<file path="src/rtl/sum_window_accumulator.sv">
// sum_window_accumulator
//   Accumulates a programmable window (1..255) of byte-sum samples into a
//   wide running total and presents the result on a held valid/ready port.
//
//   Ports:
//     clk, rst              clock, synchronous active-high reset
//     in_data/in_valid/in_ready   sample stream (ready decoded from state only)
//     win_len               window length, 0 treated as 1, sampled at window start
//     flush                 close the current window early (ACCUM only)
//     out_sum/out_count/out_ovf   registered window result
//     out_valid/out_ready   result handshake (valid == HOLD state)
//     busy                  high in ACCUM or HOLD
//
//   Optional feature (macro SUM_WINDOW_MINMAX_EN):
//     adds out_min/out_max, unsigned min/max of the window's samples.
module sum_window_accumulator #(
    parameter int DATA_W = 8,
    parameter int ACC_W  = 16
) (
    input  logic              clk,
    input  logic              rst,
    input  logic [DATA_W-1:0] in_data,
    input  logic              in_valid,
    output logic              in_ready,
    input  logic [7:0]        win_len,
    input  logic              flush,
    output logic [ACC_W-1:0]  out_sum,
    output logic [7:0]        out_count,
    output logic              out_ovf,
`ifdef SUM_WINDOW_MINMAX_EN
    output logic [DATA_W-1:0] out_min,
    output logic [DATA_W-1:0] out_max,
`endif
    output logic              out_valid,
    input  logic              out_ready,
    output logic              busy
);

    localparam int SUM_W = ACC_W + 1;

    typedef enum logic [1:0] {
        IDLE  = 2'd0,
        ACCUM = 2'd1,
        HOLD  = 2'd2
    } state_t;

    state_t            state_q, state_d;
    logic [ACC_W-1:0]  acc_q, acc_d;
    logic [7:0]        cnt_q, cnt_d;
    logic              ovf_q, ovf_d;
    logic [7:0]        len_q, len_d;
    logic [ACC_W-1:0]  out_sum_q, out_sum_d;
    logic [7:0]        out_count_q, out_count_d;
    logic              out_ovf_q, out_ovf_d;

    logic              accept;
    logic              load_out;
    logic [7:0]        len_w;
    logic [7:0]        cnt_inc;
    logic [SUM_W-1:0]  add_w;

`ifdef SUM_WINDOW_MINMAX_EN
    logic [DATA_W-1:0] min_q, min_d, max_q, max_d;
    logic [DATA_W-1:0] out_min_q, out_min_d, out_max_q, out_max_d;
`endif

    assign in_ready  = (state_q != HOLD);
    assign out_valid = (state_q == HOLD);
    assign busy      = (state_q != IDLE);
    assign accept    = in_valid & in_ready;

    // Resolved window length: a zero length would never terminate, so it
    // behaves as a single-sample window.
    assign len_w   = (win_len == 8'd0) ? 8'd1 : win_len;
    assign cnt_inc = cnt_q + 8'd1;
    // One extra bit captures the carry-out for the sticky overflow flag.
    assign add_w   = {1'b0, acc_q} + SUM_W'(in_data);

    always_comb begin
        state_d     = state_q;
        acc_d       = acc_q;
        cnt_d       = cnt_q;
        ovf_d       = ovf_q;
        len_d       = len_q;
        load_out    = 1'b0;
        out_sum_d   = out_sum_q;
        out_count_d = out_count_q;
        out_ovf_d   = out_ovf_q;
`ifdef SUM_WINDOW_MINMAX_EN
        min_d       = min_q;
        max_d       = max_q;
        out_min_d   = out_min_q;
        out_max_d   = out_max_q;
`endif

        case (state_q)
            IDLE: begin
                if (accept) begin
                    len_d = len_w;
                    acc_d = ACC_W'(in_data);
                    cnt_d = 8'd1;
                    ovf_d = 1'b0;
`ifdef SUM_WINDOW_MINMAX_EN
                    min_d = in_data;
                    max_d = in_data;
`endif
                    if (len_w == 8'd1) begin
                        state_d  = HOLD;
                        load_out = 1'b1;
                    end else begin
                        state_d = ACCUM;
                    end
                end
            end
            ACCUM: begin
                if (accept) begin
                    acc_d = add_w[ACC_W-1:0];
                    ovf_d = ovf_q | add_w[ACC_W];
                    cnt_d = cnt_inc;
`ifdef SUM_WINDOW_MINMAX_EN
                    if (in_data < min_q) min_d = in_data;
                    if (in_data > max_q) max_d = in_data;
`endif
                end
                // A sample accepted alongside flush is folded in first.
                if ((accept && (cnt_inc == len_q)) || flush) begin
                    state_d  = HOLD;
                    load_out = 1'b1;
                end
            end
            HOLD: begin
                if (out_ready) state_d = IDLE;
            end
            default: state_d = IDLE;
        endcase

        // Result registers only change on entry to HOLD, so they stay stable
        // for the whole HOLD and keep the last window through IDLE/ACCUM.
        if (load_out) begin
            out_sum_d   = acc_d;
            out_count_d = cnt_d;
            out_ovf_d   = ovf_d;
`ifdef SUM_WINDOW_MINMAX_EN
            out_min_d   = min_d;
            out_max_d   = max_d;
`endif
        end
    end

    always_ff @(posedge clk) begin
        if (rst) begin
            state_q     <= IDLE;
            acc_q       <= '0;
            cnt_q       <= '0;
            ovf_q       <= 1'b0;
            len_q       <= '0;
            out_sum_q   <= '0;
            out_count_q <= '0;
            out_ovf_q   <= 1'b0;
`ifdef SUM_WINDOW_MINMAX_EN
            min_q       <= '0;
            max_q       <= '0;
            out_min_q   <= '0;
            out_max_q   <= '0;
`endif
        end else begin
            state_q     <= state_d;
            acc_q       <= acc_d;
            cnt_q       <= cnt_d;
            ovf_q       <= ovf_d;
            len_q       <= len_d;
            out_sum_q   <= out_sum_d;
            out_count_q <= out_count_d;
            out_ovf_q   <= out_ovf_d;
`ifdef SUM_WINDOW_MINMAX_EN
            min_q       <= min_d;
            max_q       <= max_d;
            out_min_q   <= out_min_d;
            out_max_q   <= out_max_d;
`endif
        end
    end

    assign out_sum   = out_sum_q;
    assign out_count = out_count_q;
    assign out_ovf   = out_ovf_q;
`ifdef SUM_WINDOW_MINMAX_EN
    assign out_min   = out_min_q;
    assign out_max   = out_max_q;
`endif

endmodule

</file>
<file path="config.mk">
export PLATFORM = sky130hd
export DESIGN_NAME = sum_window_accumulator
export DESIGN_NICKNAME = d
export VERILOG_FILES = /design/src/rtl/sum_window_accumulator.sv
export SDC_FILE = /design/constraint.sdc
export NUM_CORES = 1
export LEC_CHECK = 0
export CORE_MARGIN = 2
export CORE_UTILIZATION = 50
export CTS_CLUSTER_DIAMETER = 80
export CTS_CLUSTER_SIZE = 25
export DETAILED_ROUTE_END_ITERATION = 8
export DONT_BUFFER_PORTS = 1
export SETUP_SLACK_MARGIN = 0.02
export SLEW_MARGIN = 20
export SYNTH_ARGS = -nofsm -noshare
export SYNTH_HDL_FRONTEND = slang
export SYNTH_SLANG_ARGS = --single-unit
</file>
<file path="constraint.sdc">
create_clock -name clk -period 2.6 [get_ports clk]
set_input_delay 0.13 -clock clk [delete_from_list [all_inputs] [get_ports clk]]
set_output_delay 0.13 -clock clk [all_outputs]
set_load 0.005 [all_outputs]
</file>
==> results of run 1 <==
registers in the layout (all words and copies together) (netlist names):
name,cells
out_count,8
cnt_q,8
state_q,2
out_sum,16
len_q,8
ovf_q,1
out_ovf,1
acc_q,16
layer usage:
| metal | wire length [um] | global-route usage, % | vias up | share of wire [%] |
|---|---|---|---|---|
| met5 | 0 | 0 | - | 0 |
| met4 | 155 | 8.523 | 0 | 2.0 |
| met3 | 315 | 6.952 | 16 | 4.1 |
| met2 | 3680 | 35.38 | 53 | 48 |
| met1 | 3595 | 27.58 | 1309 | 46 |
| li1 | - | - | 1395 | - |
final cells by class:
type / count / area, um^2 / share of cell area (%)
inverter: 6 / 22.52 / 0.5890
tap: 80 / 100.1 / 2.618
timing repair buffer: 21 / 210.2 / 5.497
clock buffer: 10 / 127.6 / 3.338
sequential: 60 / 1202 / 31.45
clock inverter: 5 / 77.57 / 2.029
multi-input combinational: 299 / 2083 / 54.48
path summary, 6_finish.rpt:
check	from	end	slack, ns	cells past startpoint
setup / recovery	acc_q[5]$_SDFF_PP0_	out_sum[14]$_SDFFE_PP0P_	0.22	7
hold / removal	in_valid	acc_q[5]$_SDFF_PP0_	0.02	2
setup reg to reg	acc_q[5]$_SDFF_PP0_	out_sum[14]$_SDFFE_PP0P_	0.22	7
hold reg to reg	ovf_q$_SDFF_PP0_	ovf_q$_SDFF_PP0_	0.46	2
cell usage after synthesis, drive strengths merged (2+ instances only):
cell type and number:
o21bai 2, o211ai 2, clkbuf 13, nand4b 2
nor4 2, ha 10, a211o 2, nor3 9
nand2b 10, nand3b 3, dfxtp 60, a31oi 7
and2 8, a21oi 28, or3 6, o22ai 3
xor2 3, nand2 39, a2111oi 2, nor4b 2
xnor2 9, and2b 11, o2bb2ai 2, mux2i 4
or4 3, mux2 24, and3 3, nand4 4
o21ai 13, nor2 28, inv 6, a21o 2
nor3b 4, buf 10, nor2b 18, a22oi 3
nand3 11, a211oi 7
power by group through the flow:
stage          registers (uW)  clock network [uW]  logic [uW]
2_1_floorplan             997                   0         293
3_3_place_gp             1000                   0         350
3_5_place_dp             1000                   0         356
4_1_cts                   983                 935         384
5_1_grt                   987                 975         433
6_report                  983                 906         388
repair_timing:
item	in CTS	in global routing
endpoints found under the hold margin	33	0
hold buffers	12	0
setup endpoints to repair	0	23
resized for setup	0	3
critical path, stage by stage (launching register included):
cell	delay (ns)
dfxtp_1	0.32
ha_1	0.38
nor2_1	0.07
o21ai_0	0.46
nand4_1	0.22
or3_2	0.44
a31oi_1	0.25
mux2_4	0.19
kinds of logic after synthesis:
group                    Yosys count  share of synthesized area, %
AO/OA/AOI/OAI                     82                         15.46
XOR/XNOR                          12                         3.070
adder cells (fa/ha/maj)           11                         4.240
buffers and inverters             30                         4.678
flip-flops                        60                         35.09
multiplexers                      28                         10.93
AND/OR/NAND/NOR                  166                         26.54
stage by stage:
stage	std cells	worst slack, ns	area, um^2	hold slack, ns
CTS	481	0.05879	3810	0.0003636
global route	481	0.02299	3824	0.02551
detailed placement	454	0.07921	3475	0.2118
floorplan	389	0.3088	3423	0.2660
global placement	454	0.1454	3475	0.2100
finish	481	0.2201	3824	0.01915
==> impl_metrics.csv, run 1 <==
group,metric,value,unit
routing,drc,0,
global_route,grt_pass1_vias,2684,
yosys,synthArstFlopShare,0,%
power,clkPwrFrac,39.8,%
yosys,ys_top_cells_by_area,"dfxtp_1, mux2_4, nand2_1",
finish,fillers,604,
global_route,overflow,0,
floorplan,core,0.006719,mm^2
setup_path,critPathLaunchType,"flop",
finish,nets,429,
setup_path,path_class,"reg2reg",
cts,clockRootBuffer,"clkbuf_8",
floorplan,die_y,86.75,um
cts,cts_tree,"built",
global_route,grtUsageTotal,22.03,%
yosys,synth_nets,421,
yosys,synth_enable_flop_cells,0,
power,switching_share,27.33,%
yosys,synth_ff_type,"dfxtp_1",
cts,clockBufferDepth,2,
timing,setup_tns,0,ns
yosys,ys_ff_latch,60,
timing,max_freq,420.2,MHz
routing,drt-vias-per-instance,5.765,
routing,firstDrtPassIters,4,
routing,vias,2773,
finish,fin_util,56.91,%
routing,first_iter_violations,97,
floorplan,start_util,50.95,%
cts,clock_sinks,60,
timing,tightest_slew,0.7529,ns
yosys,yosysTopAreaCellShare,35.09,%
timing,finClkSkew,0.004336,ns
finish,mostFrequentLayoutCell,"dfxtp_1",
yosys,yosys.area.top_type,"dfxtp_1",
run_status,status,"complete, no violations",
timing,min_period,2.380,ns
power,p_int,1655,uW
power,seq_power_share,43.2,%
timing,fin_crit_sh,91.54,%
floorplan,dieArea,0.007525,mm^2
yosys,synth_cell_type_count,65,
global_route,antenna_found_initial,0,
power,power.switching,622.4,uW
setup_path,cp_max_fo,6,
finish,layout_common_cells,"dfxtp_1, nand2_1, nor2_1, a21oi_1, nor2b_1",
power,totalPowerFinal,2277,uW
cts,cts_setup_buffers,0,
routing,wl_per_cell,16.10,um
setup_path,arrival,2.67,ns
cts,clk_latency,0.34,ns
run,max_cap_violations,0,
setup_path,crit_required,2.89,ns
floorplan,row_count,30,
routing,wl,7745,um
power,power_density,595.5,mW/mm^2
timing,hold_violations,0,
cts,numCtsBuffers,9,
placement,dpl.hpwl,5176,um
routing,drtAntennaViolNets,0,
cts,cts_htree_levels,3,
timing,final-max-slew-violation-count,0,
power,p_leak,0.001514,uW
global_route,grt_pass1_wl,12820,um
power,combPwrFrac,17.0,%
finish,diodes,0,
timing,max_slew_margin,49.71,%
finish,drive_gt1_share,14.96,%
placement,place.gp.congestion,0.8019,
finish,syn_to_final_growth,11.70,%
yosys,syn-cell-area,0.003423,mm^2
yosys,yosysSeqAreaShare,35.09,%
global_route,grt_start_max_net_pins,35,
cts,clk_pin_slew_worst_paths,0.07,ns
yosys,yosys_warnings,0,
timing,rsz0062_at_grt,"no",
timing,finalSetupViolations,0,
placement,io_buffers,0,
floorplan,die_w,86.75,um
yosys,avgSynthCellArea,8.800,um^2
yosys,synthesis.instances,389,
setup_path,end_kind,"flop",
min_path,hold_path_class,"in2reg",
floorplan,top_level_ports,49,
power,irDropWorstVdd,0.0003216,V
Note: power is estimated with default switching activity, not from simulation.
==> inputs of run 2 (changes only) <==
--- a/config.mk
+++ b/config.mk
@@ -11,6 +11,7 @@
 export CTS_CLUSTER_SIZE = 25
 export DETAILED_ROUTE_END_ITERATION = 8
 export DONT_BUFFER_PORTS = 1
+export PLACE_DENSITY = 0.68
 export SETUP_SLACK_MARGIN = 0.02
 export SLEW_MARGIN = 20
 export SYNTH_ARGS = -nofsm -noshare
==> constraint.sdc (replaced) <==
create_clock -name clk -period 2.1 [get_ports clk]
set_input_delay 0.105 -clock clk [delete_from_list [all_inputs] [get_ports clk]]
set_output_delay 0.105 -clock clk [all_outputs]
set_load 0.005 [all_outputs]
==> impl_metrics.csv, run 2 (same netlist as run 1, synthesis figures left out) <==
group,metric,value,unit
run_status,status,"finished with violations",
run_status,violations,"setup timing",
routing,wl_per_cell,16.47,um
power,power_density,658.7,mW/mm^2
min_path,hold_path_class,"in2reg",
floorplan,top_level_ports,49,
finish,fin_area,0.004130,mm^2
timing,holdWs,0.008915,ns
placement,io_buffers,0,
setup_path,startpoint,"cnt_q[0]$_SDFF_PP0_",
setup_path,crit_buf_inv,2,
timing,setup_ws,-0.07776,ns
setup_path,path_delay_family,"compound AO/OA/AOI/OAI gates",
min_path,whs_path_depth,2,
finish,nets,455,
timing,final-max-slew-violation-count,0,
finish,diodes,0,
setup_path,reg2reg_depth,8,
setup_path,endpoint,"out_sum[5]$_SDFFE_PP0P_",
global_route,grt_pass1_wl,13710,um
cts,clk_latency,0.34,ns
placement,place.gp.congestion,0.8597,
setup_path,r2r_end,"out_sum[5]$_SDFFE_PP0P_",
global_route,use_met1,27.79,%
finish,mostFrequentLayoutCell,"dfxtp_1",
placement,place_area,0.003696,mm^2
setup_path,path_class,"reg2reg",
timing,finalSetupViolations,23,
finish,syn_to_final_growth,20.65,%
setup_path,end_kind,"flop",
finish,drive_gt1_share,25.70,%
global_route,overflow,0,
timing,min_period,2.178,ns
placement,dpl.hpwl,5582,um
setup_path,arrival,2.41,ns
run,max_cap_violations,0,
floorplan,die_y,86.75,um
floorplan,core,0.006719,mm^2
floorplan,row_count,30,
timing,hold_violations,0,
setup_path,cp_max_fo,14,
global_route,grt_start_max_net_pins,37,
routing,wl,8368,um
setup_path,crit_required,2.33,ns
cts,clock_sinks,60,
timing,tightest_slew,0.3735,ns
setup_path,ff2ff_setup_slack,-0.08,ns
routing,first_iter_violations,152,
setup_path,crit_slowest_cell,"dfxtp_4",
min_path,worstHoldStart,"rst",
timing,rsz0062_at_grt,"yes",
power,irDropWorstVdd,0.0004241,V
setup_path,critPathLaunchType,"flop",
setup_path,critPathMaxStageDelay,0.36,ns
floorplan,die_w,86.75,um
floorplan,start_util,50.95,%
global_route,use_met2,38.53,%
routing,drc,0,
global_route,grt_pass1_vias,2960,
routing,firstDrtPassIters,5,
placement,dp_slack,-0.1493,ns
power,p_leak,0.001646,uW
timing,finClkSkew,0.007731,ns
global_route,grtUsageTotal,23.20,%
finish,layout_common_cells,"dfxtp_1, nand2_1, buf_4, a21oi_1, nor2_1",
cts,clockBufferDepth,2,
routing,drtAntennaViolNets,0,
cts,numCtsBuffers,9,
cts,clockRootBuffer,"clkbuf_8",
timing,max_slew_margin,75.10,%
cts,cts_htree_levels,3,
floorplan,dieArea,0.007525,mm^2
global_route,antenna_found_initial,0,
cts,cts_tree,"built",
routing,vias,2925,
routing,drt-vias-per-instance,5.758,
timing,max_freq,459.2,MHz
setup_path,cp_cell_sequence,"buf_6 -> and4_1 -> a22o_1 -> o31ai_4 -> a2111oi_4 -> a31oi_4 -> buf_12 -> mux2_2",
setup_path,timing.rr.start,"cnt_q[0]$_SDFF_PP0_",
global_route,gr-usage-met3,5.333,%
global_route,grt-busiest-layer,"met2",
timing,fin_crit_sh,103.7,%
cts,clk_pin_slew_worst_paths,0.07,ns
setup_path,worstSetupPathDepth,8,
## run 2: cell count changes in the layout (fill, tap and decap cells not counted), sizes merged
cell and change:
buf +27, bufinv -2, clkinv +2, clkbuf +1, dlygate4sd3 -1
## run 2: worst register-to-register path, stage by stage, from the launching register on
cell	delay [ns]
dfxtp_4	0.36
buf_6	0.12
and4_1	0.16
a22o_1	0.22
o31ai_4	0.28
a2111oi_4	0.13
a31oi_4	0.26
buf_12	0.20
mux2_2	0.34
## run 2: through the flow
stage | instances | total power, uW | util [%] | setup TNS [ns]
final | 508 | 2721 | 61.47 | -1.237
after global routing | 508 | 2850 | 61.47 | -3.357
after CTS | 507 | 2716 | 60.47 | -1.048
after detailed placement | 478 | 1750 | 55.01 | -2.934
after global placement | 478 | 1735 | 55.01 | -2.665
after floorplan | 389 | 1613 | - | -0.2353
## run 2: worst min-delay path by stage
stage	to	slack, ns
3_5_place_dp	state_q[1]$_SDFFE_PP0P_	0.19
3_3_place_gp	state_q[1]$_SDFFE_PP0P_	0.18
2_1_floorplan	len_q[1]$_SDFFE_PP0P_	0.24
5_1_grt	out_count[4]$_SDFFE_PP0P_	0.007
4_1_cts	out_sum[1]$_SDFFE_PP0P_	0.0004
6_report	out_sum[4]$_SDFFE_PP0P_	0.009
## run 2: power breakdown
group | internal [uW] | switching [uW]
Sequential | 1180 | 35.3
Clock | 452 | 465
Combinational | 279 | 307
Total | 1910 | 808
## run 2: layer usage
layer / wire (um) / vias to the layer above / share of wire, %
li1: - / 1451 / -
met1: 3592 / 1375 / 43
met2: 4124 / 79 / 49
met3: 460 / 20 / 5.5
met4: 191 / 0 / 2.3
met5: 0 / - / 0
## run 2: layout make-up
type / count / area, um^2
sequential: 60 / 1214
timing repair buffer: 47 / 419.2
inverter: 6 / 22.52
clock inverter: 5 / 27.53
fill: 559 / 2589
multi-input combinational: 299 / 2206
tap: 80 / 100.1
clock buffer: 11 / 141.4
## run 2: timing repair
| action | 4_1_cts | 5_1_grt |
|---|---|---|
| resized for setup | 15 | 14 |
| endpoints found under the hold margin | 34 | 0 |
| hold buffers | 11 | 0 |
| setup buffers | 2 | 1 |
| pin swaps | 4 | 8 |
| setup endpoints to repair | 26 | 30 |
==> inputs of run 3 (changes only) <==
--- a/config.mk
+++ b/config.mk
@@ -11,9 +11,11 @@
 export CTS_CLUSTER_SIZE = 25
 export DETAILED_ROUTE_END_ITERATION = 8
 export DONT_BUFFER_PORTS = 1
+export GPL_TIMING_DRIVEN = 0
 export PLACE_DENSITY = 0.68
 export SETUP_SLACK_MARGIN = 0.02
 export SLEW_MARGIN = 20
 export SYNTH_ARGS = -nofsm -noshare
 export SYNTH_HDL_FRONTEND = slang
 export SYNTH_SLANG_ARGS = --single-unit
+export TNS_END_PERCENT = 1
==> impl_metrics.csv, run 3 (same netlist as run 1, synthesis figures left out) <==
group,metric,value,unit
cts,numCtsBuffers,9,
power,combPwrFrac,19.6,%
placement,place.gp.congestion,0.9089,
routing,wl_per_cell,17.20,um
setup_path,path_class,"reg2reg",
power,irDropWorstVdd,0.0003995,V
timing,hold_violations,0,
placement,dpl.hpwl,5988,um
finish,mostFrequentLayoutCell,"dfxtp_1",
placement,io_buffers,0,
timing,rsz0062_at_grt,"yes",
run_status,status,"finished with violations",
power,p_int,2038,uW
timing,max_slew_margin,58.62,%
cts,clockBufferDepth,2,
power,power_density,699.6,mW/mm^2
global_route,grt_pass1_wl,13610,um
global_route,overflow,0,
routing,wl,8670,um
floorplan,core,0.006719,mm^2
finish,diodes,0,
finish,syn_to_final_growth,21.05,%
global_route,grtUsageTotal,23.53,%
run_status,violations,"setup timing",
routing,drc,0,
timing,finalSetupViolations,25,
setup_path,crit_required,2.35,ns
floorplan,start_util,50.95,%
cts,cts_htree_levels,3,
setup_path,critPathLaunchType,"flop",
floorplan,row_count,30,
cts,clk_latency,0.36,ns
routing,drt-vias-per-instance,5.718,
finish,drive_gt1_share,22.41,%
global_route,gr-usage-met3,6.000,%
setup_path,end_kind,"flop",
min_path,hold_path_class,"in2reg",
placement,dp_slack,-0.3448,ns
routing,firstDrtPassIters,4,
floorplan,die_w,86.75,um
global_route,antenna_found_initial,0,
finish,fin_area,0.004144,mm^2
timing,tightest_slew,0.6151,ns
setup_path,arrival,2.52,ns
finish,finalNonFillerCells,504,
routing,vias,2882,
global_route,grt_start_max_net_pins,11,
cts,cts_tree,"built",
timing,max_freq,439.1,MHz
floorplan,dieArea,0.007525,mm^2
floorplan,die_y,86.75,um
power,seq_power_share,42.2,%
timing,min_period,2.277,ns
power,p_leak,0.001628,uW
routing,first_iter_violations,155,
timing,final-max-slew-violation-count,0,
finish,fillers,562,
routing,drtAntennaViolNets,0,
finish,multi_input_comb_area,0.002255,mm^2
floorplan,top_level_ports,49,
finish,nets,451,
run,max_cap_violations,0,
cts,clk_pin_slew_worst_paths,0.07,ns
finish,layout_common_cells,"dfxtp_1, nand2_1, nor2_1, a21oi_1, mux2_4",
setup_path,cp_max_fo,7,
power,clkPwrFrac,38.3,%
power,switching_share,29.69,%
finish,seq_area,0.001212,mm^2
placement,place_area,0.003565,mm^2
global_route,grt_pass1_vias,2763,
timing,finClkSkew,0.004622,ns
timing,setup_ws,-0.1775,ns
global_route,use_met1,29.30,%
placement,dp.cells,469,
cts,clock_sinks,60,
global_route,use_met2,39.37,%
timing,fin_crit_sh,108.5,%
power,power.switching,860.6,uW
cts,clockRootBuffer,"clkbuf_8",
global_route,grt-busiest-layer,"met2",
timing,setup_tns,-3.770,ns
run 3: cell types whose count changed in the layout (fill, tap and decap cells not counted), moves of 3 or more:
cell / before / now
buf_4: 33 / 9
buf_6: 1 / 5
clkbuf_1: 1 / 12
ha_1: 5 / 8
mux2_2: 7 / 1
mux2_4: 17 / 23
run 3: final cells by class:
| class | count | area share, % |
|---|---|---|
| Sequential cell | 60 | 29.26 |
| Clock buffer | 12 | 3.744 |
| Inverter | 6 | 0.5435 |
| Multi-Input combinational cell | 299 | 54.41 |
| Buffer | 24 | 3.895 |
| Tap cell | 80 | 2.415 |
| Timing Repair Buffer | 19 | 4.589 |
| Clock inverter | 4 | 1.147 |
run 3: critical path, stage by stage (launching register included):
cell       delay [ns]
dfxtp_2          0.32
buf_6            0.13
and4_1           0.18
a22o_1           0.23
o31ai_4          0.29
a2111oi_4        0.12
a31oi_4          0.37
clkbuf_16        0.23
mux2_4           0.29
run 3: through the flow:
step | hold slack (ns) | total power, uW | utilization (%)
after global placement | 0.2429 | 1710 | 53.05
after floorplan | 0.2410 | 1613 | -
after global routing | 0.01394 | 3013 | 61.68
after detailed placement | 0.2502 | 1723 | 53.05
after CTS | 0.006607 | 2842 | 58.18
final | 0.004273 | 2899 | 61.68
run 3: routing by layer:
metal / part of all wire, % / vias to the layer above / wire, um
li1: - / 1443 / -
met2: 49 / 63 / 4267
met1: 45 / 1361 / 3879
met5: 0 / - / 0
met3: 4.4 / 15 / 379
met4: 1.7 / 0 / 144
run 3: path summary, 6_finish.rpt:
kind / start / endpoint / slack (ns) / cells past startpoint
worst max-delay path: cnt_q[2]$_SDFF_PP0_ / out_sum[8]$_SDFFE_PP0P_ / -0.18 / 8
worst min-delay path: win_len[0] / len_q[0]$_SDFFE_PP0P_ / 0.004 / 2
worst max register to register: cnt_q[2]$_SDFF_PP0_ / out_sum[8]$_SDFFE_PP0P_ / -0.18 / 8
worst min register to register: len_q[1]$_SDFFE_PP0P_ / len_q[1]$_SDFFE_PP0P_ / 0.47 / 2
run 3: timing repair:
item,in CTS,in global routing
gates resized for setup,11,39
cloned,0,1
endpoints found under the setup margin,31,34
pin swaps,3,8
buffers inserted,2,7
hold buffers,9,0
endpoints found under the hold margin,10,0
run 3: power groups by stage:
| stage | Clock, uW | Sequential, uW | Combinational (uW) |
|---|---|---|---|
| floorplan | 0 | 1240 | 377 |
| global placement | 0 | 1240 | 466 |
| detailed placement | 0 | 1250 | 475 |
| CTS | 1110 | 1220 | 509 |
| global route | 1160 | 1230 | 627 |
| finish | 1110 | 1220 | 567 |
